--- src/rtl/branch_predictor.sv ---
// Fetch-stage branch predictor.
// A direct-mapped BTB with 2-bit saturating counters predicts from the fetch PC.
// Each prediction travels down an I->R->C record pipeline and is graded against
// the C-stage resolution. The BTB is trained from C-stage outcomes.
//
// Ports:
//   clk, reset          - clock (rising edge), synchronous active-high reset
//   PC_I                - PC being fetched (lookup is combinational)
//   Stall / Flush       - hold the record pipeline / kill R and C records
//   Resolve_C ...       - C-stage resolution: PC, direction, jump flag, target
//   Predict, Prediction - taken prediction and target for PC_I (bit 0 is 0)
//   PredictionCorrect_C - C-stage prediction matched the resolved outcome
module branch_predictor #(
    parameter int unsigned BIT_COUNT  = 32,
    parameter int unsigned INDEX_BITS = 4
) (
    input  logic                 clk,
    input  logic                 reset,
    input  logic [BIT_COUNT-1:0] PC_I,
    input  logic                 Stall,
    input  logic                 Flush,
    input  logic                 Resolve_C,
    input  logic [BIT_COUNT-1:0] ResolvePC_C,
    input  logic                 Taken_C,
    input  logic                 IsJump_C,
    input  logic [BIT_COUNT-1:0] ResolvedTarget_C,
    output logic                 Predict,
    output logic [BIT_COUNT-1:0] Prediction,
    output logic                 PredictionCorrect_C
);

    localparam int unsigned ENTRIES = 1 << INDEX_BITS;
    localparam int unsigned TAG_W   = BIT_COUNT - INDEX_BITS - 2;

    typedef struct packed {
        logic                 valid;
        logic                 predict;
        logic [BIT_COUNT-1:0] target;
    } rec_t;

    // BTB storage
    logic                 valid_q  [ENTRIES];
    logic [TAG_W-1:0]     tag_q    [ENTRIES];
    logic [BIT_COUNT-1:0] target_q [ENTRIES];
    logic [1:0]           ctr_q    [ENTRIES];
    logic                 jump_q   [ENTRIES];

    rec_t r_q, r_d, c_q, c_d;

    // Lookup
    logic [INDEX_BITS-1:0] lk_idx;
    logic [TAG_W-1:0]      lk_tag;
    logic                  lk_hit;

    assign lk_idx = PC_I[INDEX_BITS+1:2];
    assign lk_tag = PC_I[BIT_COUNT-1:INDEX_BITS+2];
    assign lk_hit = valid_q[lk_idx] && (tag_q[lk_idx] == lk_tag);

    always_comb begin
        Predict    = lk_hit && (jump_q[lk_idx] || ctr_q[lk_idx][1]);
        Prediction = Predict ? target_q[lk_idx] : '0;
    end

    // Record pipeline: Flush clears validity even while stalled
    always_comb begin
        r_d = r_q;
        c_d = c_q;
        if (!Stall) begin
            r_d = '{valid: 1'b1, predict: Predict, target: Prediction};
            c_d = r_q;
        end
        if (Flush) begin
            r_d.valid = 1'b0;
            c_d.valid = 1'b0;
        end
    end

    always_ff @(posedge clk) begin
        if (reset) begin
            r_q <= '0;
            c_q <= '0;
        end else begin
            r_q <= r_d;
            c_q <= c_d;
        end
    end

    // Grading of the C-stage record
    logic [BIT_COUNT-1:0] res_target;
    assign res_target = {ResolvedTarget_C[BIT_COUNT-1:1], 1'b0};

    always_comb begin
        PredictionCorrect_C = 1'b0;
        if (Resolve_C && c_q.valid) begin
            PredictionCorrect_C = (Taken_C && c_q.predict && (c_q.target == res_target))
                               || (!Taken_C && !c_q.predict);
        end
    end

    // Training: next contents of the entry addressed by the resolving PC
    logic [INDEX_BITS-1:0] up_idx;
    logic [TAG_W-1:0]      up_tag;
    logic                  up_hit;
    logic                  up_en;
    logic [BIT_COUNT-1:0]  up_target;
    logic [1:0]            up_ctr;
    logic                  up_jump;

    assign up_idx = ResolvePC_C[INDEX_BITS+1:2];
    assign up_tag = ResolvePC_C[BIT_COUNT-1:INDEX_BITS+2];
    assign up_hit = valid_q[up_idx] && (tag_q[up_idx] == up_tag);

    always_comb begin
        up_en     = 1'b0;
        up_target = target_q[up_idx];
        up_ctr    = ctr_q[up_idx];
        up_jump   = jump_q[up_idx];
        if (Resolve_C && !Stall) begin
            if (up_hit) begin
                up_en = 1'b1;
                if (IsJump_C) begin
                    up_ctr    = 2'b11;
                    up_jump   = 1'b1;
                    up_target = res_target;
                end else if (Taken_C) begin
                    up_ctr    = (ctr_q[up_idx] == 2'b11) ? 2'b11 : ctr_q[up_idx] + 2'd1;
                    up_jump   = 1'b0;
                    up_target = res_target;
                end else begin
                    up_ctr    = (ctr_q[up_idx] == 2'b00) ? 2'b00 : ctr_q[up_idx] - 2'd1;
                end
            end else if (Taken_C) begin
                // Allocate, evicting whatever aliased into this slot
                up_en     = 1'b1;
                up_ctr    = IsJump_C ? 2'b11 : 2'b10;
                up_jump   = IsJump_C;
                up_target = res_target;
            end
        end
    end

    always_ff @(posedge clk) begin
        if (reset) begin
            for (int i = 0; i < int'(ENTRIES); i++) begin
                valid_q[i]  <= 1'b0;
                tag_q[i]    <= '0;
                target_q[i] <= '0;
                ctr_q[i]    <= 2'b01;
                jump_q[i]   <= 1'b0;
            end
        end else if (up_en) begin
            valid_q[up_idx]  <= 1'b1;
            tag_q[up_idx]    <= up_tag;
            target_q[up_idx] <= up_target;
            ctr_q[up_idx]    <= up_ctr;
            jump_q[up_idx]   <= up_jump;
        end
    end

    // Byte-offset bits never participate in indexing or comparison
    logic unused_bits;
    assign unused_bits = ^{PC_I[1:0], ResolvePC_C[1:0], ResolvedTarget_C[0]};

endmodule

--- config.mk ---
export PLATFORM = sky130hd
export DESIGN_NAME = branch_predictor
export DESIGN_NICKNAME = d
export VERILOG_FILES = /design/src/rtl/branch_predictor.sv
export SDC_FILE = /design/constraint.sdc
export NUM_CORES = 2
export LEC_CHECK = 0
export ABC_CLOCK_PERIOD_IN_PS = 6900
export CAP_MARGIN = 20
export CORE_MARGIN = 2
export CORE_UTILIZATION = 40
export CTS_CLUSTER_SIZE = 25
export DETAILED_ROUTE_END_ITERATION = 8
export DONT_BUFFER_PORTS = 1
export PLACE_DENSITY = 0.6
export SLEW_MARGIN = 20
export SYNTH_ARGS = -nofsm -noshare
export SYNTH_HDL_FRONTEND = slang
export SYNTH_SLANG_ARGS = --single-unit
--- constraint.sdc ---
create_clock -name clk -period 6.9 [get_ports clk]
set_clock_uncertainty 0.2 [all_clocks]
set_input_delay 1.035 -clock clk [delete_from_list [all_inputs] [get_ports clk]]
set_output_delay 1.035 -clock clk [all_outputs]
set_load 0.1 [all_outputs]
# Yosys cells after proc, flatten, opt, wreduce, memory -nomap -nowiden
# Memories as Yosys holds them, arrays and structs flattened.
# Cells that the tools add are included.
# classes
add_sub_neg	2
n_mul	0
div	0
n_lt_le_gt_ge	0
eq_ne	7
shift	0
mux	42
bitwise	0
reduce_logical	21
# op_table
operator	count
two-way mux 32 bit	6
== test 26 bit	2
== test 32 bit	1
OR reduction 32 bit	1
two-way mux 26 bit	1
OR reduction 26 bit	1
two-way mux 1 bit	22
two-way mux 4 bit	5
two-way mux 2 bit	8
logical AND 1 bit	8
inequality test 4 bit, second input constant	1
AND reduction 4 bit	1
OR reduction 2 bit	2
zero test 1 bit	3
inequality test 3 bit, second input constant	1
adder 2 x 1 -> 2 bit, second input constant	1
== test 2 bit, second input constant	1
zero test 2 bit	1
logical OR 1 bit	2
OR reduction 1 bit	2
subtractor 2 x 1 -> 2 bit, second input constant	1
inequality test 1 bit, second input constant	1
# word_totals
reg_bits	68
latch_bits	0
ram_bits	992
mem_bits_ro	0
input_bits	103
output_inout_bits	34
elab_cells	83
memories	5
# memory_table
name	depth	word_bits	read_ports	rd_ports_with_merged_regs	wr	line_no	text
target_q	16	32	2	0	16	44	logic [BIT_COUNT-1:0] target_q [ENTRIES];
tag_q	16	26	2	0	16	43	logic [TAG_W-1:0] tag_q [ENTRIES];
ctr_q	16	2	2	0	16	45	logic [1:0] ctr_q [ENTRIES];
jump_q	16	1	1	0	16	46	logic jump_q [ENTRIES];
valid_q	16	1	2	0	16	42	logic valid_q [ENTRIES];

# Depth between registers and ports, before layout
# An unclocked memory read counts as a cell.
# depth
word_depth	11
depth_mapped	20
depth_no_buf	9

# Worst setup path after synthesis
# OpenSTA, ideal clock, no wires.
# synth_path
kind	in2out
start	input port PC_I[2]
end	output port Prediction[0]
arrival_time_ps	5500
t_required_ps	5665
slack_ps	165
path_stages	12
path_buffers	6
cell_sequence	clkbuf_1 -> buf_2 -> buf_1 -> mux4_2 -> mux4_2 -> xor2_1 -> nor4_1 -> nand3_1 -> clkbuf_1 -> clkbuf_1 -> clkbuf_1 -> nor2_1
# synth_between
elab_chain_len	5
word_cells_on_any_way	10
classes_between	eq/ne (1); mux (1); reduce/logical (3); memory (5)
# synth_rtl
element	line_no	text
start, declared	19	input logic [BIT_COUNT-1:0] PC_I,
memory read (16 x 26 bit)	n/a	
== test 26 bit	57	assign lk_hit = valid_q[lk_idx] && (tag_q[lk_idx] == lk_tag);
logical AND 1 bit	57	
logical AND 1 bit	60	Predict = lk_hit && (jump_q[lk_idx] || ctr_q[lk_idx][1]);
two-way mux 32 bit (*)	61	Prediction = Predict ? target_q[lk_idx] : '0;
end, declared	28	output logic [BIT_COUNT-1:0] Prediction,
# Every way passes the cells marked *; elsewhere a longest branch is shown, timed or not.

# Worst setup path in the final report
# layout_path
start	input port PC_I[2]
end	output port Prediction[29]
# Same word-level chain as after synthesis.

==> impl_metrics.json <==
{
  "p_leak_nw": 21.5,
  "ios": 137,
  "setup_viol": 0,
  "antenna_found_initial": 5,
  "cts.path.max_buffers": 3,
  "grt_max_degree": 251,
  "path_clk_slew_ns": 0.06,
  "ys.flop_type": "edfxtp_1",
  "grt_remaining_overflow": 0,
  "die_x_um": 379,
  "ff2ff_path_depth": 11,
  "met1_usage_pct": 35.4,
  "firstDrtPassIters": 5,
  "synth_top_area_share_pct": 52.1,
  "fin_nets": 3988,
  "synth_cells": 3996,
  "grt_use_total_pct": 26.4,
  "fmax_mhz": 163,
  "cts_tree": "yes",
  "fin_crit_ns": 6.15,
  "synth_cell_types": 65,
  "rsz0062_at_grt": "false",
  "cts_root_buf": "clkbuf_16",
  "synth.area.top_cells": "edfxtp_1, mux4_2, nor2_1",
  "synth_fp_nets": 4099,
  "synth_seq_cells": 1060,
  "power_density_nw_per_um2": 248,
  "end_kind": "output port",
  "coreArea_sq_um": 140000,
  "start_util_pct": 40.3,
  "viasPerCell": 6.27,
  "vdd_drop_max_mv": 0.219,
  "slew-limit-headroom_pct": 24.8,
  "insertion_delay_ns": 0.76,
  "drive_above_1_share_pct": 25.5,
  "required_ns": 5.66,
  "cts-hold-fix-buffers": 0,
  "die-height_um": 379,
  "tightest_slew_ns": 1.13,
  "dr.first_iter.drc_count": 4908,
  "cts_made_buffers": 113,
  "clock-sinks": 1060,
  "vias": 36700,
  "wl_per_cell_um": 32.4,
  "routed_wl_um": 190000,
  "critPathLaunchType": "primary input",
  "yosys.area.top_type": "edfxtp_1",
  "holdPathStages": 1,
  "grt_busiest_layer": "met2",
  "io_buffer_count": 0,
  "power_mw": 15.5,
  "dp_cells": 5646,
  "cts_setup_buffers": 0,
  "drc": 0,
  "post_cts_resize_count": 0,
  "hpwl_um": 102000,
  "cp_max_fo": 233,
  "finalNonFillerCells": 5862,
  "hold_viol": 0,
  "htree_levels": 3,
  "hold_path_class": "in -> reg",
  "outcome": "finished, final reports clean",
  "synth-seq-area-share_pct": 55.1,
  "met2_usage_pct": 41.7,
  "crit_type": "in -> out",
  "finalSetupTns_ns": 0,
  "slew_violations": 0,
  "cp.arrival_ns": 4.91,
  "gp_congestion": 0.824,
  "fp-row-count": 137,
  "die_area_sq_um": 144000,
  "grt_pass1_vias": 36300,
  "ant_nets": 0,
  "post-synth-top-count-cell": "edfxtp_1",
  "synth_area_sq_um": 56200,
  "synthTopCellsByCount": "edfxtp_1, nor2_1, mux4_2, and2_1, clkbuf_1",
  "ys_warn_count": 0,
  "grt.met3_usage_pct": 5.03,
  "synth_edf_count": 976,
  "maxCapViolCount": 0,
  "area_growth_pct": 11.4,
  "ys_async_sr_fraction_pct": 0,
  "grt_pass1_wl_um": 268000,
  "avgSynthCellArea_sq_um": 14.1,
  "period_share_pct": 89.1
}
[through the flow]
| step | hold WS [ns] | setup slack, ns | utilization [%] | area (sq um) |
|---|---|---|---|---|
| after CTS | 0.119 | 1.05 | 44.9 | 62600 |
| after floorplan | 0.229 | 0.165 | - | 56200 |
| after detailed placement | 0.247 | 1.05 | 42.0 | 58600 |
| final | 0.162 | 0.752 | 44.9 | 62600 |
| after global placement | 0.240 | 1.06 | 42.0 | 58600 |
| after global routing | 0.156 | 0.810 | 44.9 | 62600 |
[kinds of logic (layout without fill, tap and decap cells)]
kind of cell	Yosys count	after routing	synth area share, %
and+or+nand+nor	1388	1388	11.5
DFF	1060	1060	55.1
muxes	701	701	24.1
buffers and inverters	424	413	3.45
AOI/OAI and AO/OA	334	334	4.50
xor gates and xnor gates	89	89	1.39
other	0	1	0
[power by group]
part / total, mW / internal, mW / switching, mW / leakage (nW)
clock: 6.55 / 3.86 / 2.69 / 1.95
combinational: 1.58 / 0.744 / 0.839 / 9.24
sequential: 7.38 / 7.25 / 0.127 / 10.3
total: 15.5 / 11.9 / 3.66 / 21.5
[layer usage]
metal | vias to the layer above | part of all wire (%)
met4 | 2 | 4.8
met2 | 2226 | 47
met5 | - | 0.0069
met3 | 441 | 10
met1 | 19100 | 38
li1 | 15000 | -
[critical path: stages]
cell,delay [ns]
mux4_2,0.64
mux4_2,0.48
xnor2_1,0.59
nand4_1,0.33
nor4_1,0.52
nand3_4,0.09
buf_4,0.30
nor2_2,0.23
buf_4,0.31
[sequential cells by signal, indices dropped and copies added, names as in the netlist]
name	cells
target_q	512
tag_q	416
c_q	34
r_q	34
ctr_q	32
jump_q	16
valid_q	16
[path summary, 6_finish.rpt]
kind	from	end	slack (ns)
setup / recovery	PC_I[2]	Prediction[29]	0.75
hold / removal	Flush	r_q[33]	0.16
setup reg to reg	tag_q[1][11]	target_q[13][25]	2.19
hold reg to reg	r_q[33]	r_q[33]	0.25
[layout make-up]
class	count	area [sq um]
Clock buffer	135	3040
Multi-Input combinational cell	2512	23600
Clock inverter	80	941
Tap cell	1876	2350
Antenna cell	1	2.50
Fill cell	12400	76900
Inverter	29	111
Sequential cell	1060	31000
Timing Repair Buffer	169	1640
[layout by cell type, fill, tap and decap left out, types with 4 or more instances in the layout]
master / instances
edfxtp_1: 976
nor2_1: 740
mux4_2: 517
and2_1: 274
mux2i_1: 149
buf_4: 139
clkbuf_16: 117
nand2_1: 92
o21ai_0: 87
dfxtp_1: 84
a21oi_1: 74
xnor2_1: 65
and3_1: 48
nand3_1: 43
a31oi_1: 38
nand2b_1: 36
mux2_2: 35
or3_1: 34
nor2_2: 32
a211oi_2: 31
buf_12: 30
nor3_1: 27
clkinv_1: 26
clkinv_2: 26
xor2_1: 24
inv_1: 20
bufinv_16: 19
o21bai_1: 18
a22oi_1: 16
o211ai_4: 16
nand2b_4: 16
o211a_1: 16
nand4_1: 13
clkbuf_1: 13
nor4_1: 10
nor2b_1: 6
a221oi_1: 6
inv_6: 5
clkinvlp_4: 5
clkbuf_8: 4
(Power assumes the default switching activity.)
